<file path="src/rtl/dvbs2x_tx_symb_rate_switch_ctrl.sv">
// ---------------------------------------------------------------------------
// dvbs2x_tx_symb_rate_switch_ctrl
//
// Sequences a symbol rate change for the DVB-S2X TX symbol rate divider core.
// A new rate request is held until the modulator stream reaches a frame end
// (or a timeout forces the switch). The stream is then gated while the
// interpolation FIR drains. After that the divider select is updated, the
// block waits a settle interval, and the stream is released again.
//
// Only the AXIS handshake passes through this block; tdata/tlast go straight
// from the modulator to the divider core.
//
// Rate encoding: 0 = FULL, 1 = HALF, 2 = QUARTER. Codes at or above
// NUM_TX_SYMB_RATES are invalid.
// ---------------------------------------------------------------------------
module dvbs2x_tx_symb_rate_switch_ctrl #(
    parameter int unsigned                 SYMB_RATE_SEL_NB      = 2,
    parameter int unsigned                 NUM_TX_SYMB_RATES     = 3,
    parameter logic [SYMB_RATE_SEL_NB-1:0] DEFAULT_SYMB_RATE_SEL = '0,
    parameter int unsigned                 FLUSH_CYCLES          = 64,
    parameter int unsigned                 SETTLE_CYCLES         = 16,
    parameter int unsigned                 EOF_TIMEOUT           = 65535
) (
    input  logic                        clk_sample,
    input  logic                        sreset_sample_device,
    input  logic [SYMB_RATE_SEL_NB-1:0] symb_rate_sel_req,
    input  logic                        up_tvalid,
    output logic                        up_tready,
    input  logic                        up_tlast,
    output logic                        dn_tvalid,
    input  logic                        dn_tready,
    output logic [SYMB_RATE_SEL_NB-1:0] symb_rate_sel,
    output logic                        switch_busy,
    output logic                        switch_done,
    output logic                        eof_timeout_err,
    output logic                        req_invalid_err
);

    // -----------------------------------------------------------------------
    // Elaboration-time parameter checks
    // -----------------------------------------------------------------------
    if (FLUSH_CYCLES < 1) begin : g_bad_flush_cycles
        $error("FLUSH_CYCLES must be at least 1");
    end

    if (SETTLE_CYCLES < 1) begin : g_bad_settle_cycles
        $error("SETTLE_CYCLES must be at least 1");
    end

    if (DEFAULT_SYMB_RATE_SEL >= NUM_TX_SYMB_RATES) begin : g_bad_default_sel
        $error("DEFAULT_SYMB_RATE_SEL must be a valid rate code");
    end

    // -----------------------------------------------------------------------
    // Derived constants
    // -----------------------------------------------------------------------
    // The FLUSH and SETTLE phases share one counter, sized for the longer of the two.
    localparam int unsigned PHASE_MAX = (FLUSH_CYCLES > SETTLE_CYCLES) ? FLUSH_CYCLES
                                                                        : SETTLE_CYCLES;
    localparam int unsigned PCNT_W    = $clog2(PHASE_MAX + 1);

    // A disabled timeout (0) still needs a legal 1-bit counter.
    localparam int unsigned TCNT_W    = (EOF_TIMEOUT == 0) ? 1 : $clog2(EOF_TIMEOUT + 1);

    localparam logic [PCNT_W-1:0] FLUSH_LAST  = PCNT_W'(FLUSH_CYCLES);
    localparam logic [PCNT_W-1:0] SETTLE_LAST = PCNT_W'(SETTLE_CYCLES);
    localparam logic [PCNT_W-1:0] PCNT_ONE    = PCNT_W'(1);
    localparam logic [TCNT_W-1:0] TMO_LAST    = TCNT_W'(EOF_TIMEOUT);
    localparam logic [TCNT_W-1:0] TCNT_ONE    = TCNT_W'(1);
    localparam logic [TCNT_W-1:0] TCNT_MAX    = '1;

    // One extra bit lets the validity test cover NUM_TX_SYMB_RATES == 2**NB.
    localparam logic [SYMB_RATE_SEL_NB:0] NUM_RATES = (SYMB_RATE_SEL_NB + 1)'(NUM_TX_SYMB_RATES);

    typedef enum logic [2:0] {
        ST_RUN,
        ST_WAIT_EOF,
        ST_FLUSH,
        ST_SWITCH,
        ST_SETTLE
    } state_e;

    // -----------------------------------------------------------------------
    // State
    // -----------------------------------------------------------------------
    state_e                      state_q;
    logic [SYMB_RATE_SEL_NB-1:0] sel_q;
    logic [SYMB_RATE_SEL_NB-1:0] pend_q;
    logic [TCNT_W-1:0]           tcnt_q;
    logic [PCNT_W-1:0]           pcnt_q;
    logic                        gated_q;
    logic                        busy_q;
    logic                        done_q;
    logic                        tmo_err_q;
    logic                        inv_err_q;

    // Next-value helpers and decoded conditions
    logic [TCNT_W-1:0]           tcnt_d;
    logic [PCNT_W-1:0]           pcnt_d;
    logic                        req_valid;
    logic                        eof_fire;
    logic                        timeout_hit;

    // -----------------------------------------------------------------------
    // Handshake gating: purely combinational, so no latency is added to the
    // stream. Reset forces both directions idle.
    // -----------------------------------------------------------------------
    assign up_tready = dn_tready & ~gated_q & ~sreset_sample_device;
    assign dn_tvalid = up_tvalid & ~gated_q & ~sreset_sample_device;

    // Decode request validity, frame end, timer expiry and counter increments
    always_comb begin
        // NOTE: every always_comb output gets a value on every path (here
        // unconditionally). A path that leaves one unassigned infers a latch.
        req_valid   = ({1'b0, symb_rate_sel_req} < NUM_RATES);
        eof_fire    = up_tvalid & up_tready & up_tlast;
        timeout_hit = (EOF_TIMEOUT != 0) && (tcnt_q == TMO_LAST);
        // The WAIT_EOF timer saturates, so a disabled timeout can never wrap.
        tcnt_d      = (tcnt_q == TCNT_MAX) ? tcnt_q : tcnt_q + TCNT_ONE;
        pcnt_d      = pcnt_q + PCNT_ONE;
    end

    // Rate switch sequencer with registered status outputs
    always_ff @(posedge clk_sample) begin
        // NOTE: sequential state uses non-blocking assignments only. All
        // registers update together at the edge, whatever order the code is in.
        if (sreset_sample_device) begin
            state_q   <= ST_RUN;
            sel_q     <= DEFAULT_SYMB_RATE_SEL;
            pend_q    <= DEFAULT_SYMB_RATE_SEL;
            tcnt_q    <= '0;
            pcnt_q    <= '0;
            gated_q   <= 1'b0;
            busy_q    <= 1'b0;
            done_q    <= 1'b0;
            tmo_err_q <= 1'b0;
            inv_err_q <= 1'b0;
        end else begin
            done_q <= 1'b0;

            case (state_q)
                // Stream flows. Watch for a valid request that differs from
                // the active rate.
                ST_RUN: begin
                    if (!req_valid) begin
                        inv_err_q <= 1'b1;
                    end else if (symb_rate_sel_req != sel_q) begin
                        pend_q  <= symb_rate_sel_req;
                        tcnt_q  <= TCNT_ONE;
                        busy_q  <= 1'b1;
                        state_q <= ST_WAIT_EOF;
                    end
                end

                // Stream still flows. Wait for the tlast beat to fire, or for
                // the timer to force the switch.
                ST_WAIT_EOF: begin
                    if (symb_rate_sel_req == sel_q) begin
                        // Request withdrawn: no switch and no done pulse.
                        tcnt_q  <= '0;
                        busy_q  <= 1'b0;
                        state_q <= ST_RUN;
                    end else begin
                        if (req_valid && (symb_rate_sel_req != pend_q)) begin
                            pend_q <= symb_rate_sel_req;
                        end

                        // A frame end takes priority over a simultaneous timeout.
                        if (eof_fire || timeout_hit) begin
                            if (!eof_fire) begin
                                tmo_err_q <= 1'b1;
                            end
                            tcnt_q  <= '0;
                            pcnt_q  <= PCNT_ONE;
                            gated_q <= 1'b1;
                            state_q <= ST_FLUSH;
                        end else begin
                            tcnt_q <= tcnt_d;
                        end
                    end
                end

                // Gated: let the interpolation FIR drain.
                ST_FLUSH: begin
                    if (pcnt_q == FLUSH_LAST) begin
                        pcnt_q  <= '0;
                        state_q <= ST_SWITCH;
                    end else begin
                        pcnt_q <= pcnt_d;
                    end
                end

                // Gated: one cycle in which the new select is registered.
                ST_SWITCH: begin
                    sel_q   <= pend_q;
                    pcnt_q  <= PCNT_ONE;
                    state_q <= ST_SETTLE;
                end

                // Gated: give the divider time to settle on the new rate.
                ST_SETTLE: begin
                    if (pcnt_q == SETTLE_LAST) begin
                        pcnt_q  <= '0;
                        gated_q <= 1'b0;
                        busy_q  <= 1'b0;
                        done_q  <= 1'b1;
                        state_q <= ST_RUN;
                    end else begin
                        pcnt_q <= pcnt_d;
                    end
                end

                // An illegal encoding recovers to an idle, ungated RUN.
                default: begin
                    tcnt_q  <= '0;
                    pcnt_q  <= '0;
                    gated_q <= 1'b0;
                    busy_q  <= 1'b0;
                    state_q <= ST_RUN;
                end
            endcase
        end
    end

    // -----------------------------------------------------------------------
    // Outputs
    // -----------------------------------------------------------------------
    assign symb_rate_sel   = sel_q;
    assign switch_busy     = busy_q;
    assign switch_done     = done_q;
    assign eof_timeout_err = tmo_err_q;
    assign req_invalid_err = inv_err_q;

endmodule
</file>
<file path="config.mk">
export PLATFORM = sky130hd
export DESIGN_NAME = dvbs2x_tx_symb_rate_switch_ctrl
export DESIGN_NICKNAME = d
export VERILOG_FILES = /design/src/rtl/dvbs2x_tx_symb_rate_switch_ctrl.sv
export SDC_FILE = /design/constraint.sdc
export NUM_CORES = 1
export LEC_CHECK = 0
export BUFFER_PORTS_ARGS = -buffer_cell sky130_fd_sc_hd__buf_2
export CAP_MARGIN = 30
export CORE_ASPECT_RATIO = 0.6
export CORE_MARGIN = 2
export CORE_UTILIZATION = 40
export CTS_BUF_LIST = sky130_fd_sc_hd__clkbuf_4 sky130_fd_sc_hd__clkbuf_8
export DETAILED_ROUTE_END_ITERATION = 10
export HOLD_SLACK_MARGIN = 0.15
export PLACE_DENSITY = 0.58
export SLEW_MARGIN = 10
export SYNTH_ARGS = -nofsm -noshare
export SYNTH_HDL_FRONTEND = slang
export SYNTH_SLANG_ARGS = --single-unit
</file>
<file path="constraint.sdc">
create_clock -name clk_sample -period 3.6 [get_ports clk_sample]
set_input_delay 0.36 -clock clk_sample [delete_from_list [all_inputs] [get_ports clk_sample]]
set_output_delay 0.36 -clock clk_sample [all_outputs]
set_load 0.02 [all_outputs]
</file>
After elaboration in Yosys (flattened, before gate mapping)
Cells that the tools add are included.
{ "classes": {"addsub": 2, "magnitude_cmp": 1, "eq_ne": 20, "n_mux": 32, "bitwise_logic": 16, "n_reduce_logical": 16} }
{ "op_table": {"columns": ["cell", "count"], "rows": [
  ["$mux W16", 5],
  ["$pmux W16 S3", 1],
  ["$pmux W7 S5", 1],
  ["$mux W7", 4],
  ["$mux W3", 6],
  ["$add A16 B1 Y16 const B", 1],
  ["$eq A16 B16 Y1 const B", 1],
  ["$ne A2 B2 Y1 const B", 8],
  ["$pmux W3 S5", 1],
  ["$reduce_and A5 Y1", 3],
  ["$reduce_and A4 Y1", 3],
  ["$not A1 Y1", 10],
  ["$mux W2", 4],
  ["$add A7 B1 Y7 const B", 1],
  ["$eq A7 B5 Y1 const B", 1],
  ["$eq A7 B7 Y1 const B", 1],
  ["$mux W1", 7],
  ["$and A1 B1 Y1", 6],
  ["$eq A3 B2 Y1 const B", 2],
  ["$reduce_or A3 Y1", 2],
  ["$ne A2 B2 Y1", 2],
  ["$ne A4 B4 Y1 const B", 1],
  ["$pmux W1 S4", 1],
  ["$pmux W2 S2", 1],
  ["13 further kinds", 14]
]} }
{ "word_totals": {"regBits": 35, "out_inout_bits": 8, "word_cells": 97} }

Depth between registers and ports, before layout
Gate-level depths: netlist of the first run.
{ "depth": {"word_depth": 9, "mapped_depth": 8} }

Worst setup path before layout of the first run
OpenSTA, ideal clock, no wires.
{ "synth_path": {"path_kind": "register -> register", "start": "register pcnt_q[0]", "end": "register pcnt_q[5]", "setup_ns": 0.120, "t_arrival_ns": 1.644, "t_required_ns": 3.480, "setup_slack_ns": 1.836, "path_stages_with_launch": 8, "path_buffers": 0, "synth_period_minus_slack_ns": 1.764, "cell_sequence": "dfxtp_1 -> inv_1 -> ha_1 -> nor4b_1 -> a21o_1 -> o22ai_1 -> and3_1 -> a211o_1"} }
{ "synth_via": {"elab_chain_len": 3, "word_cells_on_any_way": 6} }
{ "synth_rtl": {"columns": ["element", "line", "source"], "rows": [
  ["from (decl)", "90", "logic [PCNT_W-1:0] pcnt_q;"],
  ["from (signal assigned)", "189", "pcnt_q <= pcnt_d;"],
  ["from (signal assigned)", "209", "pcnt_q <= pcnt_d;"],
  ["$add A7 B1 Y7, or another cell as far along", "120", "pcnt_d = pcnt_q + PCNT_ONE;"],
  ["$mux W7 (on tied branches)", "202, 185", null],
  ["$pmux W7 S5 *", "141", "case (state_q)"]
]} }
Mark *: on every way between the ends. The rest lies on a longest branch, timed or not.
A chain may end at the register's enable or synchronous reset.

Worst setup path after layout of the first run
{ "layout_path": {"start": "input sreset_sample_device", "end": "register tcnt_q[15]"} }
{ "layout_via": {"elab_chain_len": 8, "word_cells_on_any_way": 10} }
{ "layout_rtl": {"columns": ["element", "line", "source"], "rows": [
  ["from (decl)", "25", "input logic sreset_sample_device,"],
  ["$not A1 Y1", "108", "assign up_tready = dn_tready & ~gated_q & ~sreset_sample_device;"],
  ["$and A1 B1 Y1", "108", null],
  ["$and A1 B1 Y1 (2 in series)", "116", "eof_fire = up_tvalid & up_tready & up_tlast;"],
  ["$logic_or A1 B1 Y1", "169", "if (eof_fire || timeout_hit) begin"],
  ["$mux W16", "169", null],
  ["$mux W16", "158", "if (symb_rate_sel_req == sel_q) begin"],
  ["$pmux W16 S3", "141", null],
  ["to (signal assigned)", "178", "tcnt_q <= tcnt_d;"],
  ["to (decl)", "89", "logic [TCNT_W-1:0] tcnt_q;"]
]} }
Parallel ways exist; a longest one is shown, timed or not.

==> run metrics, run 1 <==
Initial Utilization 42.6%; # H-tree levels 2; Most Crowded Layer GR met1; Post-synth ARST share 0%; largest net degree at the start of global routing around 40; flop2flop setup slack between 1000 and 1500 ps; setup TNS 0 ps; HPWL after DPL between 3 and 4 mm; critical path's slowest cell buf_2; fin nets around 260; floorplan die height roughly 59 um; status finished, final reports clean; Rows 19; Detailed Routing Iterations Pass 1 4; Syn Nets approximately 250; startpoint types input pin; RSZ-0062 raised after global routing no; gpl congestion a little over 0.8; Pwr Total 1.01 mW; worst-path maximum fanout 40; reg-to-reg startpoint tcnt_q[0]$_SDFFE_PP0P_; WHS roughly 420 ps; max capacitance violation total 0; Synth area leader dfxtp_1; R2R depth 6; worst hold path depth 3; cts-stage hold buffer count 0; Critical Path End Type register; final hold viol count 0; slew margin rel. roughly half; Levels on crit path 6; layout cells sized above 1 between 10% and 20%; count of pins over their slew limit 0; CP Capture Point tcnt_q[15]$_SDFFE_PP0P_; Power Density around 460 nW/um2; Yosys top cell area share between 30% and 40%; Crit Path Class in2reg; Die Width 95.4 um; DRC 0; final WL ~4.5 mm; Critical Path RT approximately 3800 ps; most common cell after layout, fill and taps aside dfxtp_1; post-CTS sizing 0; fin crit share roughly 62%; Synth area leaders dfxtp_1 (35%), a21oi_1 (3.7%), nor2_1 (3.6%); core region area 4710 um2; GRT Overall Usage between 15 and 20%; min cycle time layout 2240 ps; CTS tree built; Pleak about 0.86 nW; Avg Inst Size Synth roughly 8.5 um2; EDFF count, synth 0; Top-Level Pins 15; CP Buf/Inv Count 1; CTS buffer count 5; post-synthesis sequential area ratio between 30% and 40%; M3 GR Usage 5.12%; Ant. Diodes 0; wire length per cell roughly 14 um; Tightest Hold Check Type in2reg; ys flop type dfxtp_1; Netlist cell types 53; Clock Latency Late Sink between 200 and 300 ps; CP arrival 2420 ps; die footprint 5620 um2; family with the most delay on the worst path simple AND/OR/NAND/NOR gates; vias per cell 5.62; Tightest Pin Transition 762 ps; Layout Area Growth over Synthesis 9.10%; met2 Use GR between 20% and 30%; sequential cell area about 700 um2; Yosys reg bits 35; Synth warnings 0; worst-path cell chain buf_2, nor4bb_1, a21o_4, nor3_4, or4b_1, o311ai_1; commonest non-fill, non-tap cells in the layout dfxtp_1 (35), nor2_1 (19), a21oi_1 (15); initial antenna violation count 0; clock root cell clkbuf_8; Post-DRT Antenna Nets 0; maximum root-to-sink buffer count 2; DR vias ~1700; Setup violations, final 0; clock sinks 35; FMAX approximately 450 MHz; RR Endpoint tcnt_q[15]$_SDFFE_PP0P_; slowest stage delay, CP 550 ps; DRT iter0 DRCs roughly 130; vias in the first global route between 1000 and 1500; Post-CTS Repair Setup Buffers 0; worst vdd ir ~0.27 mV; gr ovfl total 0; cell count after synthesis 237; clk slew on worst S/H paths approximately 70 ps; IO buf count 14; global-route wire length before repair about 7.5 mm; clk_skew slightly above 3 ps; GRT met1 Usage between 20 and 30%; multi-input logic area around 1200 um2; # fillers 472; Worst Setup SP sreset_sample_device; post-synth design cell area 2010 um2
==> area by class of cell <==
class                   count  share of cell area, %
inverters                   8                   1.37
flip-flops and latches     35                   32.0
repair buffers             15                   3.54
multi-input cells         180                   54.7
well taps                  63                   3.60
clock buffers               8                   4.74
==> report_power, final <==
group          switching [mW]  internal [mW]  leakage (nW)  total, mW
Combinational           0.144         0.0920         0.519      0.236
Clock                   0.147          0.182        0.0549      0.329
Sequential             0.0332          0.408         0.283      0.441
Total                   0.324          0.682         0.857       1.01
==> kinds of logic (layout without fill, tap and decap cells) <==
kind of cell / count (synthesis) / after routing / synth area share, %
multiplexers: 7 / 7 / 3.49
adder cells (fa/ha/maj): 3 / 3 / 1.87
buffers and inverters: 22 / 31 / 5.36
XOR/XNOR: 4 / 4 / 1.75
flip-flops: 35 / 35 / 34.9
AND/OR/NAND/NOR: 105 / 105 / 30.4
AO/OA/AOI/OAI: 61 / 61 / 22.3
==> through the flow <==
| stage | instance area [um2] | cells | util (%) | setup slack (ps) |
|---|---|---|---|---|
| floorplan | 2010 | 237 | - | 1840 |
| finish | 2190 | 309 | 46.5 | 1360 |
| global placement | 2090 | 301 | 44.3 | 1160 |
| global route | 2190 | 309 | 46.5 | 1240 |
| detailed placement | 2090 | 301 | 44.3 | 1080 |
| CTS | 2190 | 309 | 46.5 | 1380 |
==> how the worst min path moves through the flow <==
stage | start | end | slack (ps)
final | symb_rate_sel_req[1] | pend_q[1]$_SDFFE_PP0P_ | 420
after global routing | symb_rate_sel_req[1] | pend_q[1]$_SDFFE_PP0P_ | 430
after CTS | symb_rate_sel_req[1] | pend_q[1]$_SDFFE_PP0P_ | 410
after detailed placement | req_invalid_err$_SDFFE_PP0P_ | req_invalid_err$_SDFFE_PP0P_ | 460
after global placement | req_invalid_err$_SDFFE_PP0P_ | req_invalid_err$_SDFFE_PP0P_ | 460
after floorplan | tcnt_q[14]$_SDFFE_PP0P_ | tcnt_q[14]$_SDFFE_PP0P_ | 440
==> Yosys cell counts, types with 3 or more instances <==
cell and number:
inv_1 8, a22o_1 5, o2bb2ai_1 5, nand2_1 12, nor3_1 14, nand4_1 5
and3_1 7, buf_2 5, a211oi_1 4, mux2i_1 7, a21o_1 4, a21oi_1 15
a211o_1 4, o22a_1 3, ha_1 3, o22ai_1 3, clkbuf_1 5, nand4b_1 3
dfxtp_1 35, o21ai_0 5, and4_1 5, nor3b_1 4, nand3_1 10, nand2b_1 10
nor2b_1 4, nor2_1 19
==> flip-flops by register name (all words and copies together), names as in the netlist <==
name / count
switch_done: 1
state_q: 3
symb_rate_sel: 2
pend_q: 2
switch_busy: 1
eof_timeout_err: 1
pcnt_q: 7
req_invalid_err: 1
gated_q: 1
tcnt_q: 16
==> layer usage <==
layer,vias up,wire (um)
met5,-,0
met4,0,28
met3,5,246
met2,35,1630
met1,796,2560
li1,900,-
==> worst register-to-register path: cells and delay by family (launching register included) <==
kind / cells / cell delay, ps
adder cells (fa/ha/maj): 1 / 250
AO/OA/AOI/OAI: 1 / 90
AND/OR/NAND/NOR: 4 / 1400
flip-flops: 1 / 350
(Power assumes the default switching activity.)
==> run 2, diff against run 1 <==
- PLACE_DENSITY: 0.58 -> 0.6
- clock period: 3.6 -> 2 ns (I/O delays scaled with it)
==> run metrics, run 2 (synthesized netlist as in run 1, its figures left out) <==
CTS buffer count 5; Tightest Pin Transition approximately 430 ps; Initial Utilization between 40% and 50%; worst vdd ir approximately 0.41 mV; die footprint about 5600 um2; fin crit share ~95%; wire length per cell about 15 um; # H-tree levels 2; Critical Path End Type register; CTS tree built; vias in the first global route around 1600; Layout Area Growth over Synthesis 16.3%; Clock Latency Late Sink around 290 ps; Levels on crit path 7; RSZ-0062 raised after global routing no; sequential cell area ~700 um2; core region area between 4000 and 5000 um2; clock sinks 35; reg-to-reg startpoint pcnt_q[1]$_SDFFE_PP0P_; worst-path cell chain inv_1, ha_1, nor4b_2, a21o_1, o22ai_1, and3_1, a211o_1; critical path's slowest cell dfxtp_1; WHS ~270 ps; biggest registers after layout tcnt_q x16, pcnt_q x7, state_q x3; dpl ws -5.86 ps; largest net degree at the start of global routing 40; commonest non-fill, non-tap cells in the layout dfxtp_1 (35), nor2_1 (19), buf_4 (18); Critical Path RT 2180 ps; DRC 0; RR Endpoint pcnt_q[3]$_SDFFE_PP0P_; Power Density 779 nW/um2; CP Buf/Inv Count 1; slowest stage delay, CP approximately 340 ps; GRT Overall Usage roughly a fifth; flop2flop setup slack between 100 and 150 ps; gpl congestion between 0.8 and 0.9; max capacitance violation total 0; worst-path maximum fanout 6; Tightest Hold Check Type in2reg; # fillers 459; family with the most delay on the worst path compound AO/OA/AOI/OAI gates; count of pins over their slew limit 0; Rows 19; multi-input logic area about 1200 um2; DRT iter0 DRCs roughly 160; R2R depth 7; global-route wire length before repair between 8 and 9 mm; setup TNS 0 ps; initial antenna violation count 0; CP Capture Point pcnt_q[3]$_SDFFE_PP0P_; final hold viol count 0; Crit Path Class reg2reg; IO buf count 14; min cycle time layout ~1900 ps; CP arrival 2070 ps; slew margin rel. between 70% and 80%; fin worst setup slack between 100 and 150 ps; Detailed Routing Iterations Pass 1 7; maximum root-to-sink buffer count 2; final WL 4.87 mm; Setup violations, final 0; gr ovfl total 0; max reg flops 16; most common cell after layout, fill and taps aside dfxtp_1; Die Width 95.4 um; DR vias approximately 1800; clk_skew approximately 7.4 ps; FMAX 529 MHz; vias per cell 5.50; Top reg by flops tcnt_q; Worst Setup SP pcnt_q[1]$_SDFFE_PP0P_; clk slew on worst S/H paths 70 ps; startpoint types register; clock root cell clkbuf_8; Pleak around 0.95 nW; floorplan die height roughly 59 um; utilization after layout 49.6%; layout cells sized above 1 ~19%; Top-Level Pins 15; Ant. Diodes 0; fin nets approximately 270; status finished, final reports clean; HPWL after DPL roughly 3.5 mm; Post-DRT Antenna Nets 0
==> run 2: metrics by stage <==
stage,instance area [um2],cells,power (mW)
after floorplan,2010,237,1.14
after global placement,2210,318,1.28
after detailed placement,2210,318,1.29
after CTS,2310,325,1.82
after global routing,2330,326,1.93
final,2330,326,1.82
==> run 2: power by group <==
group          leakage [nW]  total, mW  switching [mW]  internal, mW
clock                0.0470      0.529           0.259         0.270
sequential            0.283      0.765          0.0311         0.734
combinational         0.619      0.523           0.312         0.211
==> run 2: worst min-delay path: stages <==
cell,delay (ps)
buf_2,160
nand2b_1,90
mux2i_1,60
==> run 2: repair_timing <==
item	CTS	global route
buffers inserted	0	1
endpoints found under the hold margin	0	0
gates cloned	0	0
setup endpoints to repair	2	5
hold buffers	0	0
resized for setup	1	4
pin swaps	0	0
==> run 2: how the worst min path moves through the flow <==
stage	startpoint	end	depth (start not counted)
floorplan	tcnt_q[14]$_SDFFE_PP0P_	tcnt_q[14]$_SDFFE_PP0P_	1
global placement	req_invalid_err$_SDFFE_PP0P_	req_invalid_err$_SDFFE_PP0P_	2
detailed placement	req_invalid_err$_SDFFE_PP0P_	req_invalid_err$_SDFFE_PP0P_	2
CTS	symb_rate_sel_req[1]	pend_q[1]$_SDFFE_PP0P_	3
global route	symb_rate_sel_req[1]	pend_q[1]$_SDFFE_PP0P_	3
finish	symb_rate_sel_req[1]	pend_q[1]$_SDFFE_PP0P_	3
==> run 2: routing by layer <==
layer | track usage [%] | wire [um] | share of wire [%] | up-vias
met5 | 0 | 0 | 0 | -
met4 | 4.90 | 47 | 0.97 | 0
met3 | 5.38 | 258 | 5.3 | 4
met2 | 23.3 | 1690 | 35 | 37
met1 | 32.1 | 2870 | 59 | 822
li1 | - | - | - | 930
==> run 2: area by class of cell <==
cell class                      instances  share of cell area, %
Sequential cell                        35                   30.0
Multi-Input combinational cell        180                   52.3
Tap cell                               63                   3.38
Clock buffer                            6                   3.54
Timing Repair Buffer                   33                   9.27
Clock inverter                          1                  0.214
Inverter                                8                   1.29
==> run 3, diff against run 2 <==
- GPL_TIMING_DRIVEN: default -> 0
==> run metrics, run 3 (synthesized netlist as in run 1, its figures left out) <==
FMAX between 500 and 600 MHz; slew margin rel. 63.9%; status finished, final reports clean; Top cell by count, worst path buf_6; reg-to-reg startpoint state_q[2]$_SDFFE_PP0P_; clk slew on worst S/H paths 70 ps; gr ovfl total 0; DRT iter0 DRCs 120; DRC 0; worst-path maximum fanout 10; CTS buffer count 5; Crit Path Class reg2reg; layout cells sized above 1 ~17%; die footprint around 5600 um2; Setup violations, final 0; biggest registers after layout tcnt_q x16, pcnt_q x7, state_q x3; Die Width between 90 and 100 um; IO buf count 12; dpl ws -70.2 ps; Post-DRT Antenna Nets 0; # H-tree levels 2; worst-path cell chain buf_6, or2_1, buf_6, a21o_4, nor4_4, buf_4, o2bb2ai_1, a22o_1; Pwr Total 1.88 mW; DR vias between 1500 and 2000; GRT Overall Usage a little under a fifth; CP arrival between 2000 and 2500 ps; max reg flops 16; clk_skew between 6 and 7 ps; max capacitance violation total 0; Ant. Diodes 0; family with the most delay on the worst path simple AND/OR/NAND/NOR gates; Critical Path End Type register; most common cell after layout, fill and taps aside dfxtp_1; min cycle time layout ~1900 ps; wire length per cell 15.2 um; vias per cell about 5.6; largest net degree at the start of global routing 11; Critical Path RT about 2200 ps; Tightest Hold Check Type in2reg; Rows 19; Worst Setup SP state_q[2]$_SDFFE_PP0P_; Top-Level Pins 15; CP Buf/Inv Count 3; Layout Area Growth over Synthesis 14.9%; vias in the first global route around 1600; floorplan die height 58.9 um; fin nets between 200 and 300; fin worst setup slack around 81 ps; Power Density 816 nW/um2; maximum root-to-sink buffer count 2; Tightest Pin Transition about 540 ps; final WL between 4 and 5 mm; Hold Path Origin symb_rate_sel_req[0]; Initial Utilization around 43%; commonest non-fill, non-tap cells in the layout dfxtp_1 (34), nor2_1 (19), buf_2 (15), a21oi_1 (15), nor3_1 (13); gpl congestion approximately 0.82; clock sinks 35; critical path's slowest cell nor4_4; Clock Latency Late Sink between 200 and 300 ps; cts-stage hold buffer count 0; core region area roughly 4700 um2; count of pins over their slew limit 0; fin crit share ~96%; worst vdd ir around 0.34 mV; startpoint types register; global-route wire length before repair between 8 and 9 mm; initial antenna violation count 0; Top reg by flops tcnt_q; HPWL after DPL between 3 and 4 mm; RSZ-0062 raised after global routing yes; slowest stage delay, CP a little under 400 ps; clock root cell clkbuf_8; flop2flop setup slack about 81 ps; CTS tree built; final hold viol count 0; setup TNS 0 ps; Detailed Routing Iterations Pass 1 4; Pleak just over 0.9 nW
-- run 3: cell types whose count changed in the layout (fill, tap and decap cells not counted), moves of 2 or more --
cell / before / now
xor2_1: 0 / 2
xor2_2: 2 / 0
clkbuf_1: 0 / 4
buf_4: 18 / 5
clkbuf_4: 0 / 2
buf_6: 1 / 3
-- run 3: where the power goes --
part	switching, mW	internal, mW	leakage [nW]
Clock	0.260	0.328	0.0549
Combinational	0.305	0.211	0.581
Sequential	0.0440	0.735	0.284
Total	0.609	1.27	0.920
-- run 3: area by class of cell --
| type | count | area (um2) |
|---|---|---|
| buffer | 12 | 75.1 |
| clock buffer | 8 | 104 |
| fill | 476 | 2400 |
| inverter | 8 | 30.0 |
| multi-input combinational | 180 | 1220 |
| sequential | 35 | 702 |
| tap | 63 | 78.8 |
| timing repair buffer | 17 | 97.6 |
-- run 3: timing repair --
item                       CTS  global route
gates resized for setup      1             7
setup endpoints to repair    4            17
buffers inserted             0             5
pin swaps                    0             5
-- run 3: stage by stage --
step	util, %	cells	hold slack, ps	cell area, um2
2_1_floorplan	-	237	440	2010
3_3_place_gp	45.6	312	460	2150
3_5_place_dp	45.6	312	458	2150
4_1_cts	47.9	320	240	2260
5_1_grt	49.0	323	265	2310
6_report	49.0	323	248	2310
-- run 3: path summary, 6_finish.rpt --
kind | to | cells past startpoint
min reg2reg | eof_timeout_err$_SDFFE_PP0P_ | 2
max | tcnt_q[11]$_SDFFE_PP0P_ | 8
max reg2reg | tcnt_q[11]$_SDFFE_PP0P_ | 8
min | pend_q[0]$_SDFFE_PP0P_ | 3
-- run 3: per-layer routing --
metal | track usage [%] | share of wire [%]
met1 | 31.5 | 59
met2 | 23.5 | 35
met4 | 4.49 | 0.86
met3 | 4.74 | 5.4
met5 | 0 | 0
-- run 3: worst reg2reg max path: cells and delay by family, from the launching register on --
family / cells / cell delay, ps
AO/OA/AOI/OAI: 3 / 510
buffers and inverters: 3 / 450
flip-flops: 1 / 310
AND/OR/NAND/NOR: 2 / 610
